File: src/rtl/pwm_pkg.sv
// Shared definitions for the PWM generator and capture blocks: default widths,
// idle timeout and the capture FSM state encoding.
package pwm_pkg;

  localparam int TOP_WIDTH_DEF = 8;
  localparam int CMP_WIDTH_DEF = 9;
  localparam int TIMEOUT_DEF   = 1024;

  typedef enum logic [1:0] {
    ST_WAIT    = 2'd0,
    ST_MEASURE = 2'd1,
    ST_STUCK   = 2'd2
  } state_t;

endpackage

File: src/rtl/synchronizer.sv
// Multi-flop synchronizer for a single asynchronous level into the clk domain.
// No reset, so a held input level never produces a spurious edge after reset.
module synchronizer #(
  parameter int STAGES = 2
) (
  input  logic clk,
  input  logic d,
  output logic q
);

  logic [STAGES-1:0] sync_q;

  always_ff @(posedge clk) begin
    sync_q <= {sync_q[STAGES-2:0], d};
  end

  assign q = sync_q[STAGES-1];

endmodule

File: src/rtl/pwm_capture.sv
// Recovers PWM period (top) and high time (compare) from a single input pin,
// with stuck-level detection for 0%/100% duty and overrange flagging.
module pwm_capture
  import pwm_pkg::*;
#(
  parameter int TOP_WIDTH = TOP_WIDTH_DEF,
  parameter int CMP_WIDTH = CMP_WIDTH_DEF,
  parameter int TIMEOUT   = TIMEOUT_DEF
) (
  input  logic                 i_clk,
  input  logic                 i_rst,
  input  logic                 i_pwm,
  output logic [TOP_WIDTH-1:0] o_top,
  output logic                 o_top_valid,
  output logic [CMP_WIDTH-1:0] o_compare,
  output logic                 o_compare_valid,
  output logic                 o_stuck,
  output logic                 o_level,
  output logic                 o_overrange,
  output state_t               o_state
);

  localparam int CW = TOP_WIDTH + 1;
  localparam int IW = $clog2(TIMEOUT + 1);
  localparam logic [CW-1:0] PERIOD_MAX = {1'b1, {TOP_WIDTH{1'b0}}};
  localparam logic [CW-1:0] CNT_MAX    = '1;
  localparam logic [CW-1:0] CNT_ONE    = CW'(1);

  logic s, d;
  logic rise, fall, edge_seen, idle_hit;

  state_t state, state_n;
  logic [CW-1:0] period_cnt, period_n;
  logic [CW-1:0] high_cnt, high_n;
  logic [IW-1:0] idle_cnt;

  logic [TOP_WIDTH-1:0] top_n;
  logic [CMP_WIDTH-1:0] cmp_n;
  logic tv_n, cv_n, stuck_n, level_n, ovr_n;

  synchronizer #(.STAGES(2)) u_sync (
    .clk (i_clk),
    .d   (i_pwm),
    .q   (s)
  );

  always_ff @(posedge i_clk) begin
    d <= s;
  end

  assign rise      = s & ~d;
  assign fall      = ~s & d;
  assign edge_seen = rise | fall;
  // Fires on the cycle idle_cnt steps onto TIMEOUT; a rise in that cycle wins.
  assign idle_hit  = !edge_seen && (idle_cnt == IW'(TIMEOUT - 1));

  always_ff @(posedge i_clk) begin
    if (i_rst) begin
      idle_cnt <= '0;
    end else if (edge_seen) begin
      idle_cnt <= '0;
    end else if (idle_cnt != IW'(TIMEOUT)) begin
      idle_cnt <= idle_cnt + IW'(1);
    end
  end

  // Strobes are single-cycle valids with no ready: the consumer must take
  // o_top/o_compare on the cycle its valid is high; there is no backpressure.
  always_comb begin
    state_n  = state;
    period_n = period_cnt;
    high_n   = high_cnt;
    top_n    = o_top;
    cmp_n    = o_compare;
    tv_n     = 1'b0;
    cv_n     = 1'b0;
    stuck_n  = o_stuck;
    level_n  = o_level;
    ovr_n    = o_overrange;
    case (state)
      ST_WAIT: begin
        if (rise) begin
          state_n  = ST_MEASURE;
          period_n = CNT_ONE;
          high_n   = CNT_ONE;
        end
      end
      ST_MEASURE: begin
        if (rise) begin
          if (period_cnt <= PERIOD_MAX) begin
            top_n = TOP_WIDTH'(period_cnt - CNT_ONE);
            cmp_n = CMP_WIDTH'(high_cnt);
            tv_n  = 1'b1;
            cv_n  = 1'b1;
            ovr_n = 1'b0;
          end else begin
            ovr_n = 1'b1;
          end
          period_n = CNT_ONE;
          high_n   = CNT_ONE;
        end else if (idle_hit) begin
          state_n = ST_STUCK;
          stuck_n = 1'b1;
          level_n = s;
          cv_n    = 1'b1;
          cmp_n   = s ? CMP_WIDTH'({1'b0, o_top} + CNT_ONE) : '0;
        end else begin
          period_n = (period_cnt == CNT_MAX) ? period_cnt : period_cnt + CNT_ONE;
          if (s) begin
            high_n = (high_cnt == CNT_MAX) ? high_cnt : high_cnt + CNT_ONE;
          end
        end
      end
      ST_STUCK: begin
        if (rise) begin
          state_n  = ST_MEASURE;
          stuck_n  = 1'b0;
          level_n  = 1'b0;
          period_n = CNT_ONE;
          high_n   = CNT_ONE;
        end else if (fall) begin
          state_n = ST_WAIT;
          stuck_n = 1'b0;
          level_n = 1'b0;
        end
      end
      default: state_n = ST_WAIT;
    endcase
  end

  always_ff @(posedge i_clk) begin
    if (i_rst) begin
      state           <= ST_WAIT;
      period_cnt      <= '0;
      high_cnt        <= '0;
      o_top           <= '0;
      o_compare       <= '0;
      o_top_valid     <= 1'b0;
      o_compare_valid <= 1'b0;
      o_stuck         <= 1'b0;
      o_level         <= 1'b0;
      o_overrange     <= 1'b0;
    end else begin
      state           <= state_n;
      period_cnt      <= period_n;
      high_cnt        <= high_n;
      o_top           <= top_n;
      o_compare       <= cmp_n;
      o_top_valid     <= tv_n;
      o_compare_valid <= cv_n;
      o_stuck         <= stuck_n;
      o_level         <= level_n;
      o_overrange     <= ovr_n;
    end
  end

  assign o_state = state;

endmodule

File: config.mk
export PLATFORM = sky130hd
export DESIGN_NAME = pwm_capture
export DESIGN_NICKNAME = d
export VERILOG_FILES = /design/src/rtl/pwm_pkg.sv /design/src/rtl/synchronizer.sv /design/src/rtl/pwm_capture.sv
export SDC_FILE = /design/constraint.sdc
export NUM_CORES = 1
export LEC_CHECK = 0
export BUFFER_PORTS_ARGS = -buffer_cell sky130_fd_sc_hd__buf_2
export CAP_MARGIN = 20
export CORE_ASPECT_RATIO = 1.4
export CORE_MARGIN = 1
export CORE_UTILIZATION = 60
export CTS_BUF_LIST = sky130_fd_sc_hd__clkbuf_8
export DETAILED_ROUTE_END_ITERATION = 8
export PLACE_DENSITY = 0.91
export SYNTH_ARGS = -nofsm -noshare
export SYNTH_HDL_FRONTEND = slang
export SYNTH_SLANG_ARGS = --single-unit
File: constraint.sdc
create_clock -name i_clk -period 3.3 [get_ports i_clk]
set_clock_uncertainty 0.05 [all_clocks]
set_input_delay 0.165 -clock i_clk [delete_from_list [all_inputs] [get_ports i_clk]]
set_output_delay 0.165 -clock i_clk [all_outputs]
set_load 0.01 [all_outputs]
==> out/results.txt, run 1 <==
total CTS buffers -> 5
vias in the first global route -> 2459
Fillers -> 397
ranking of synthesized cells by area -> dfxtp_1 37%, nor2_1 4.4%, a21oi_1 4.2%
CP startpoint kind -> register
status -> finished clean
most common cell after layout, fill and taps aside -> dfxtp_1
row cnt -> 30
die area -> 5290 um^2
CTS Root Cell -> clkbuf_8
CP required -> 3.49 ns
die width -> 61.7 um
yosys warns -> 0
Critical Path Sink -> high_cnt[8]
post-CTS setup buffers -> 0
area of the multi-input gates -> 1730 um^2
Final Non-Filler Cells -> 424
cell depth of the worst setup path -> 9
CTS tree -> done
Reg2Reg Setup Slack -> 0.43 ns
initial antenna violation count -> 0
PD cells -> 411 nW/um^2
crit-path cells -> ha_1 > and3_1 > and3_1 > and3_1 > ha_1 > and3b_1 > o21ai_1 > or4b_2 > a21oi_1
nets@finish -> 372
Die Y -> 85.6 um
antenna-violating nets left -> 0
worst r2r src -> high_cnt[0]
Reg clk slew, reported paths -> 0.10 ns
FFs w/ async S/R, synth -> 0%
top_reg_cell synth -> dfxtp_1
delay-heaviest family, CP -> simple AND/OR/NAND/NOR gates
clock sink count -> 56
placed cell count -> 415
DRC -> 0
Yosys reg bits -> 56
Layout area overhead -> 8.81%
Worst Tran Pin Value -> 0.944 ns
Remaining Overflow, GRT -> 0
Port-buffer cells -> 26
core area -> 4840 um^2
# setup viols final -> 0
Routed Wire Length -> 6.76 mm
I/O Pins -> 27
post-synth top area share -> 37.4%
min cycle time layout -> 2.87 ns
most frequent cells in the layout -> 56 x dfxtp_1, 35 x nor2_1, 26 x buf_2
Post-Synthesis Cell Area -> 3000 um^2
type of the worst setup path -> register to register
type of destination of the critical path -> register
Post-synth EDFFs -> 0
CP bufs+invs -> 0
Worst path max stage delay -> 0.68 ns
count of cell types in the netlist -> 54
Fin. Hold Viols -> 0
GP Congestion -> 0.936
Longest Clk Path Bufs -> 2
first-pass GRT wire length -> 11.0 mm
Critical R2R Capture -> high_cnt[8]
vias per cell -> 6.50
Starting Density -> 61.9%
CP most frequent cell -> and3_1
HPWL Detailed -> 4.68 mm
fin crit share -> 87.0%
Syn Nets -> 358
H-Tree Depth -> 2
total number of vias -> 2755
hold path depth -> 0
unrepaired setup endpoints after global routing -> no
sequential cell area -> 1120 um^2
post-synth top area cell -> dfxtp_1
slowest library cell on the worst path -> or4b_2
maximum vdd drop -> 202 uV
share of post-route cells with drive strength above 1 -> 14.4%
WL/cell -> 15.9 um
setup_tns -> 0 ns
Pleak -> 1.21 nW
Worst slew margin -> 36.4%
Final Slew Violations -> 0
Gate Count Post-Synth -> 345
mean post-synth cell area -> 8.69 um^2
Max Cap Viol -> 0
max frequency -> 0.348 GHz
Clock Latency Late Sink -> 0.31 ns
Hold Crit Class -> register to register
Critical Path Start -> high_cnt[0]
Crit Path Max Fanout -> 8
first-pass detailed-route iteration total -> 5
Total GRT Usage -> 27.3%
largest net degree at the start of global routing -> 39
critical path arrival -> 3.07 ns
reg2reg path depth -> 9
ANT cells -> 0
Starting DRT DRC Count -> 249
part of the Yosys area used for sequential elements -> 37.4%
==> cells by family after synthesis <==
family	Yosys count	synth area share (%)
muxes	5	2.34
buffers and inverters	34	4.88
xor gates and xnor gates	16	4.67
and+or+nand+nor	131	24.7
DFF	56	37.4
AOI/OAI and AO/OA	93	21.8
adders and majority gates	10	4.17
==> report_power, final <==
| part | switching (mW) | internal [mW] | leakage [nW] |
|---|---|---|---|
| registers | 0.0245 | 0.692 | 0.454 |
| logic | 0.0810 | 0.0551 | 0.693 |
| clock network | 0.219 | 0.268 | 0.0645 |
==> Yosys cell counts, types with 3 or more instances <==
library cell and n:
nor3b_1 3, inv_1 11, clkbuf_1 16, or3_1 4, mux2_4 4, a311oi_1 4
or4b_2 4, xor2_1 4, a31oi_1 5, a21oi_1 25, a211oi_1 7, dfxtp_1 56
nor2b_1 7, o21ai_0 13, nor3_1 4, o311ai_0 10, nand3_1 21, o31ai_1 8
nor2_1 35, nand3b_1 4, buf_2 3, a221oi_1 7, nor4b_1 3, a22oi_1 4
nand2_1 17, ha_1 10, and3_1 7, nand4_1 3, xnor2_1 12
==> worst min path at each step <==
stage / start / endpoint / slack, ns
global route: u_sync.sync_q[0] / u_sync.sync_q[1] / 0.29
finish: u_sync.sync_q[0] / u_sync.sync_q[1] / 0.29
CTS: u_sync.sync_q[0] / u_sync.sync_q[1] / 0.29
global placement: i_pwm / u_sync.sync_q[0] / 0.22
detailed placement: i_pwm / u_sync.sync_q[0] / 0.22
floorplan: i_pwm / u_sync.sync_q[0] / 0.14
==> timing repair <==
| action | 4_1_cts | 5_1_grt |
|---|---|---|
| gates resized for setup | 0 | 0 |
| hold buffers | 1 | 0 |
| endpoints found under the hold margin | 1 | 0 |
==> layer usage <==
metal	vias up	GRT usage, %	part of all wire (%)
li1	1315	-	-
met1	1286	29.7	40
met2	127	48.4	51
met3	27	4.98	5.3
met4	0	13.5	3.9
met5	-	0	0
==> stage by stage <==
step	hold slack, ns	area [um^2]	setup WS, ns	power, mW	utilization, %
after floorplan	0.143	3000	0.734	0.830	-
after global placement	0.219	3130	0.625	0.861	64.5
after detailed placement	0.220	3130	0.548	0.865	64.5
after CTS	0.288	3260	0.473	1.34	67.4
after global routing	0.294	3260	0.292	1.39	67.4
final	0.287	3260	0.428	1.34	67.4
==> flip-flops by register name, summed over array words and instances (netlist names), 2 cells and up <==
| name | count |
|---|---|
| o_state | 2 |
| o_compare | 9 |
| o_top | 8 |
| u_sync.sync_q | 2 |
| high_cnt | 9 |
| idle_cnt | 11 |
| period_cnt | 9 |
==> layout make-up <==
class	instances	area share, %
Tap cell	64	2.45
Clock inverter	1	0.921
Inverter	11	1.27
Timing Repair Buffer	30	4.99
Clock buffer	7	2.95
Multi-Input combinational cell	255	53.0
Sequential cell	56	34.4
No activity file was read; power rests on OpenSTA's default activity.
==> inputs of run 2 (changes only) <==
--- a/config.mk
+++ b/config.mk
@@ -5,6 +5,7 @@
 export SDC_FILE = /design/constraint.sdc
 export NUM_CORES = 1
 export LEC_CHECK = 0
+export ABC_AREA = 1
 export BUFFER_PORTS_ARGS = -buffer_cell sky130_fd_sc_hd__buf_2
 export CAP_MARGIN = 20
 export CORE_ASPECT_RATIO = 1.4
==> out/results.txt, run 2 <==
maximum vdd drop -> 259 uV
Top Layer Used -> met4
placed cell count -> 521
Pleak -> 1.43 nW
Pwr Total -> 1.40 mW
post-synth top area cell -> dfxtp_1
met1 wire length -> 2.68 mm
setup_tns -> 0 ns
Routed Wire Length -> 7.21 mm
Total GRT Usage -> 29.3%
largest net degree at the start of global routing -> 23
core area -> 4840 um^2
Core Util, Final -> 67.8%
FFs w/ async S/R, synth -> 0%
top_reg_cell synth -> dfxtp_1
HPWL Detailed -> 5.15 mm
most common cell after layout, fill and taps aside -> nand2_1
nets@finish -> 478
Fin. Hold Viols -> 0
routed length on met2 -> 3.75 mm
area of the multi-input gates -> 1560 um^2
vias in the first global route -> 2795
min cycle time layout -> 2.28 ns
type of destination of the critical path -> register
Top reg by flops -> idle_cnt
ranking of synthesized cells by area -> dfxtp_1 37%, nand2_1 12%, nor2_1 8.4%
Post-synth EDFFs -> 0
max FFs per register -> 11
sequential cell area -> 1120 um^2
first-pass detailed-route iteration total -> 5
most frequent cells in the layout -> 99 x nand2_1, 67 x nor2_1, 62 x inv_1
unrepaired setup endpoints after global routing -> no
Crit Path Max Fanout -> 12
Layout area overhead -> 8.98%
die area -> 5310 um^2
count of cell types in the netlist -> 35
dpl ws -> 1.17 ns
yosys warns -> 0
initial antenna violation count -> 0
fin area -> 3280 um^2
ANT cells -> 0
mean post-synth cell area -> 6.83 um^2
Longest Clk Path Bufs -> 2
Reg clk slew, reported paths -> 0.10 ns
total number of vias -> 3010
fin crit share -> 69.0%
Starting Density -> 62.2%
count leader, synth -> nand2_1
post-synth top area share -> 37.2%
total CTS buffers -> 5
type of the worst setup path -> register to register
setup ws final -> 1.02 ns
max frequency -> 0.439 GHz
Fillers -> 409
most common library cells after synthesis -> 99 x nand2_1, 67 x nor2_1, 62 x inv_1
Hold Slack -> 0.216 ns
H-Tree Depth -> 2
GP Congestion -> 0.935
Max Cap Viol -> 0
clock sink count -> 56
first-pass GRT wire length -> 11.9 mm
Die Y -> 85.8 um
CP startpoint kind -> register
Worst slew margin -> 53.6%
part of the Yosys area used for sequential elements -> 37.2%
Post-Synthesis Cell Area -> 3010 um^2
Final Slew Violations -> 0
CP required -> 3.44 ns
met3 wire len -> 377 um
Gate Count Post-Synth -> 441
die width -> 61.9 um
Remaining Overflow, GRT -> 0
DRC -> 0
Yosys reg bits -> 56
PD cells -> 428 nW/um^2
Hold Crit Class -> primary input to register
Final Non-Filler Cells -> 529
Clock Latency Late Sink -> 0.31 ns
I/O Pins -> 27
status -> finished clean
row cnt -> 30
Worst Tran Pin Value -> 0.696 ns
CTS tree -> done
Port-buffer cells -> 26
Starting DRT DRC Count -> 242
share of post-route cells with drive strength above 1 -> 11.4%
critical path arrival -> 2.41 ns
WL/cell -> 13.6 um
Syn Nets -> 454
# setup viols final -> 0
dpl cell area -> 3140 um^2
vias per cell -> 5.69
antenna-violating nets left -> 0
CTS Root Cell -> clkbuf_8
## run 2: logic make-up (layout without fill, tap and decap cells)
family / after synthesis / count (layout) / share of synthesized area [%]
AO/OA/AOI/OAI: 67 / 67 / 12.3
XOR/XNOR: 6 / 6 / 1.75
adder cells (fa/ha/maj): 10 / 10 / 4.16
buffers and inverters: 76 / 100 / 10.9
flip-flops: 56 / 56 / 37.2
AND/OR/NAND/NOR: 226 / 226 / 33.6
## run 2: cell type report
cell class                      count  area share [%]
Clock buffer                        5            2.10
Clock inverter                      2            1.83
Inverter                           66            7.63
Multi-Input combinational cell    309            47.6
Sequential cell                    56            34.2
Tap cell                           64            2.44
Timing Repair Buffer               27            4.27
## run 2: critical path, cell delays in order (launching register included)
cell and delay [ns]:
dfxtp_1 0.40, ha_1 0.20, nand2_1 0.07, nor2_1 0.20, nand2_1 0.08, nor2_1 0.17
nand2_1 0.10, nor2_1 0.10, ha_1 0.15, nand2_1 0.17, nand3_2 0.26, nand2_1 0.08
o21ai_1 0.08, nor2_1 0.05
## run 2: repair_timing
action                     in CTS  in global routing
hold endpoints to repair        1                  0
hold buffers                    1                  0
setup buffers                   0                  0
gates resized for setup         0                  0
setup endpoints to repair       0                  0
## run 2: power by group
group          internal [mW]  total, mW  switching [mW]
combinational         0.0547      0.174           0.119
sequential             0.693      0.709          0.0159
clock                  0.299      0.520           0.221
total                   1.05       1.40           0.356
## run 2: worst paths after layout
path,slack (ns),startpoint,cells past startpoint,to
worst min register to register,0.29,u_sync.sync_q[0],0,u_sync.sync_q[1]
worst min-delay path,0.22,i_rst,2,o_compare[2]
worst max-delay path,1.02,period_cnt[1],13,period_cnt[1]
worst max register to register,1.02,period_cnt[1],13,period_cnt[1]
## run 2: metal layers
layer,track usage (%),vias to the layer above
li1,-,1455
met1,31.7,1359
met5,0,-
met4,18.8,0
met2,50.4,146
met3,4.98,50
==> inputs of run 3 (changes only) <==
==> constraint.sdc (replaced) <==
create_clock -name i_clk -period 2.1 [get_ports i_clk]
set_clock_uncertainty 0.05 [all_clocks]
set_input_delay 0.105 -clock i_clk [delete_from_list [all_inputs] [get_ports i_clk]]
set_output_delay 0.105 -clock i_clk [all_outputs]
set_load 0.01 [all_outputs]
==> out/results.txt, run 3 (synthesis results as in run 2) <==
status -> finished clean
dpl ws -> 0.0490 ns
HPWL Detailed -> 5.39 mm
Clock Latency Late Sink -> 0.31 ns
vias in the first global route -> 2737
row cnt -> 30
post-CTS setup buffers -> 0
Remaining Overflow, GRT -> 0
Reg clk slew, reported paths -> 0.09 ns
GP Congestion -> 0.993
ANT cells -> 0
Hold Crit Class -> primary input to register
core area -> 4840 um^2
max FFs per register -> 11
Core Util, Final -> 69.6%
area of the multi-input gates -> 1590 um^2
maximum vdd drop -> 435 uV
CTS Root Cell -> clkbuf_8
total CTS buffers -> 5
type of destination of the critical path -> register
Fillers -> 384
PD cells -> 590 nW/um^2
Starting Density -> 62.2%
max frequency -> 0.513 GHz
Total GRT Usage -> 29.1%
DRC -> 0
clock sink count -> 56
Max Cap Viol -> 0
Top reg by flops -> idle_cnt
Routed Wire Length -> 7.31 mm
Final Non-Filler Cells -> 544
fin crit share -> 92.8%
type of the worst setup path -> register to register
largest net degree at the start of global routing -> 17
first-pass GRT wire length -> 11.6 mm
antenna-violating nets left -> 0
Hold Slack -> 0.149 ns
nets@finish -> 493
initial antenna violation count -> 0
WL/cell -> 13.4 um
first-pass detailed-route iteration total -> 5
total number of vias -> 3053
vias per cell -> 5.61
die area -> 5310 um^2
Pleak -> 1.49 nW
critical path arrival -> 2.09 ns
Layout area overhead -> 11.9%
most frequent cells in the layout -> 98 x nand2_1, 65 x nor2_1, 62 x inv_1
Pwr Total -> 1.99 mW
sequential cell area -> 1120 um^2
CTS tree -> done
dpl cell area -> 3250 um^2
H-Tree Depth -> 2
Worst Tran Pin Value -> 0.414 ns
CP required -> 2.24 ns
Crit Path Max Fanout -> 8
CP startpoint kind -> register
Starting DRT DRC Count -> 298
placed cell count -> 535
Port-buffer cells -> 26
setup ws final -> 0.151 ns
most common cell after layout, fill and taps aside -> nand2_1
min cycle time layout -> 1.95 ns
Longest Clk Path Bufs -> 2
Worst slew margin -> 72.3%
die width -> 61.9 um
setup_tns -> 0 ns
Die Y -> 85.8 um
share of post-route cells with drive strength above 1 -> 15.0%
# setup viols final -> 0
Final Slew Violations -> 0
I/O Pins -> 27
Fin. Hold Viols -> 0
fin area -> 3370 um^2
[run 3: cell count changes in the layout (fill, tap and decap cells not counted), sizes merged]
cell / delta
nand3: +1
clkinv: +1
bufinv: -2
clkinvlp: +1
buf: +14
[run 3: worst paths after layout]
path,cells after the start,endpoint,slack (ns),startpoint
min reg2reg,0,u_sync.sync_q[1],0.29,u_sync.sync_q[0]
min,2,period_cnt[1],0.15,i_rst
max reg2reg,13,period_cnt[1],0.15,period_cnt[1]
max,13,period_cnt[1],0.15,period_cnt[1]
[run 3: repair_timing]
action / in CTS / in global routing
hold buffers: 1 / 0
endpoints found under the hold margin: 1 / 0
setup endpoints to repair: 0 / 9
resized for setup: 0 / 6
[run 3: routing by layer]
metal	wire [um]	share of wire, %	global-route usage [%]
met3	413	5.6	4.22
met4	359	4.9	16.8
met1	2720	37	33.2
met5	0	0	0
met2	3820	52	49.6
[run 3: power breakdown]
group          switching, mW  total (mW)  internal, mW
sequential            0.0227        1.11          1.09
combinational          0.194       0.299         0.106
clock                  0.349       0.576         0.227
total                  0.565        1.99          1.42
[run 3: worst max-delay path, stage by stage (launching register included)]
cell and delay, ns:
dfxtp_1 0.37, ha_1 0.19, nand2_1 0.10, nor2_2 0.15, nand2_1 0.08, nor2_2 0.10, nand2_1 0.07, nor2_1 0.11
ha_1 0.20, nand2_4 0.10, nand3_4 0.12, nand2_1 0.06, o21ai_1 0.08, nor2_1 0.05
[run 3: area by class of cell]
| class | instances | share of cell area [%] |
|---|---|---|
| tap | 64 | 2.38 |
| sequential | 56 | 33.3 |
| inverter | 66 | 7.43 |
| timing repair buffer | 41 | 7.28 |
| clock buffer | 5 | 2.04 |
| clock inverter | 2 | 0.371 |
| multi-input combinational | 310 | 47.2 |
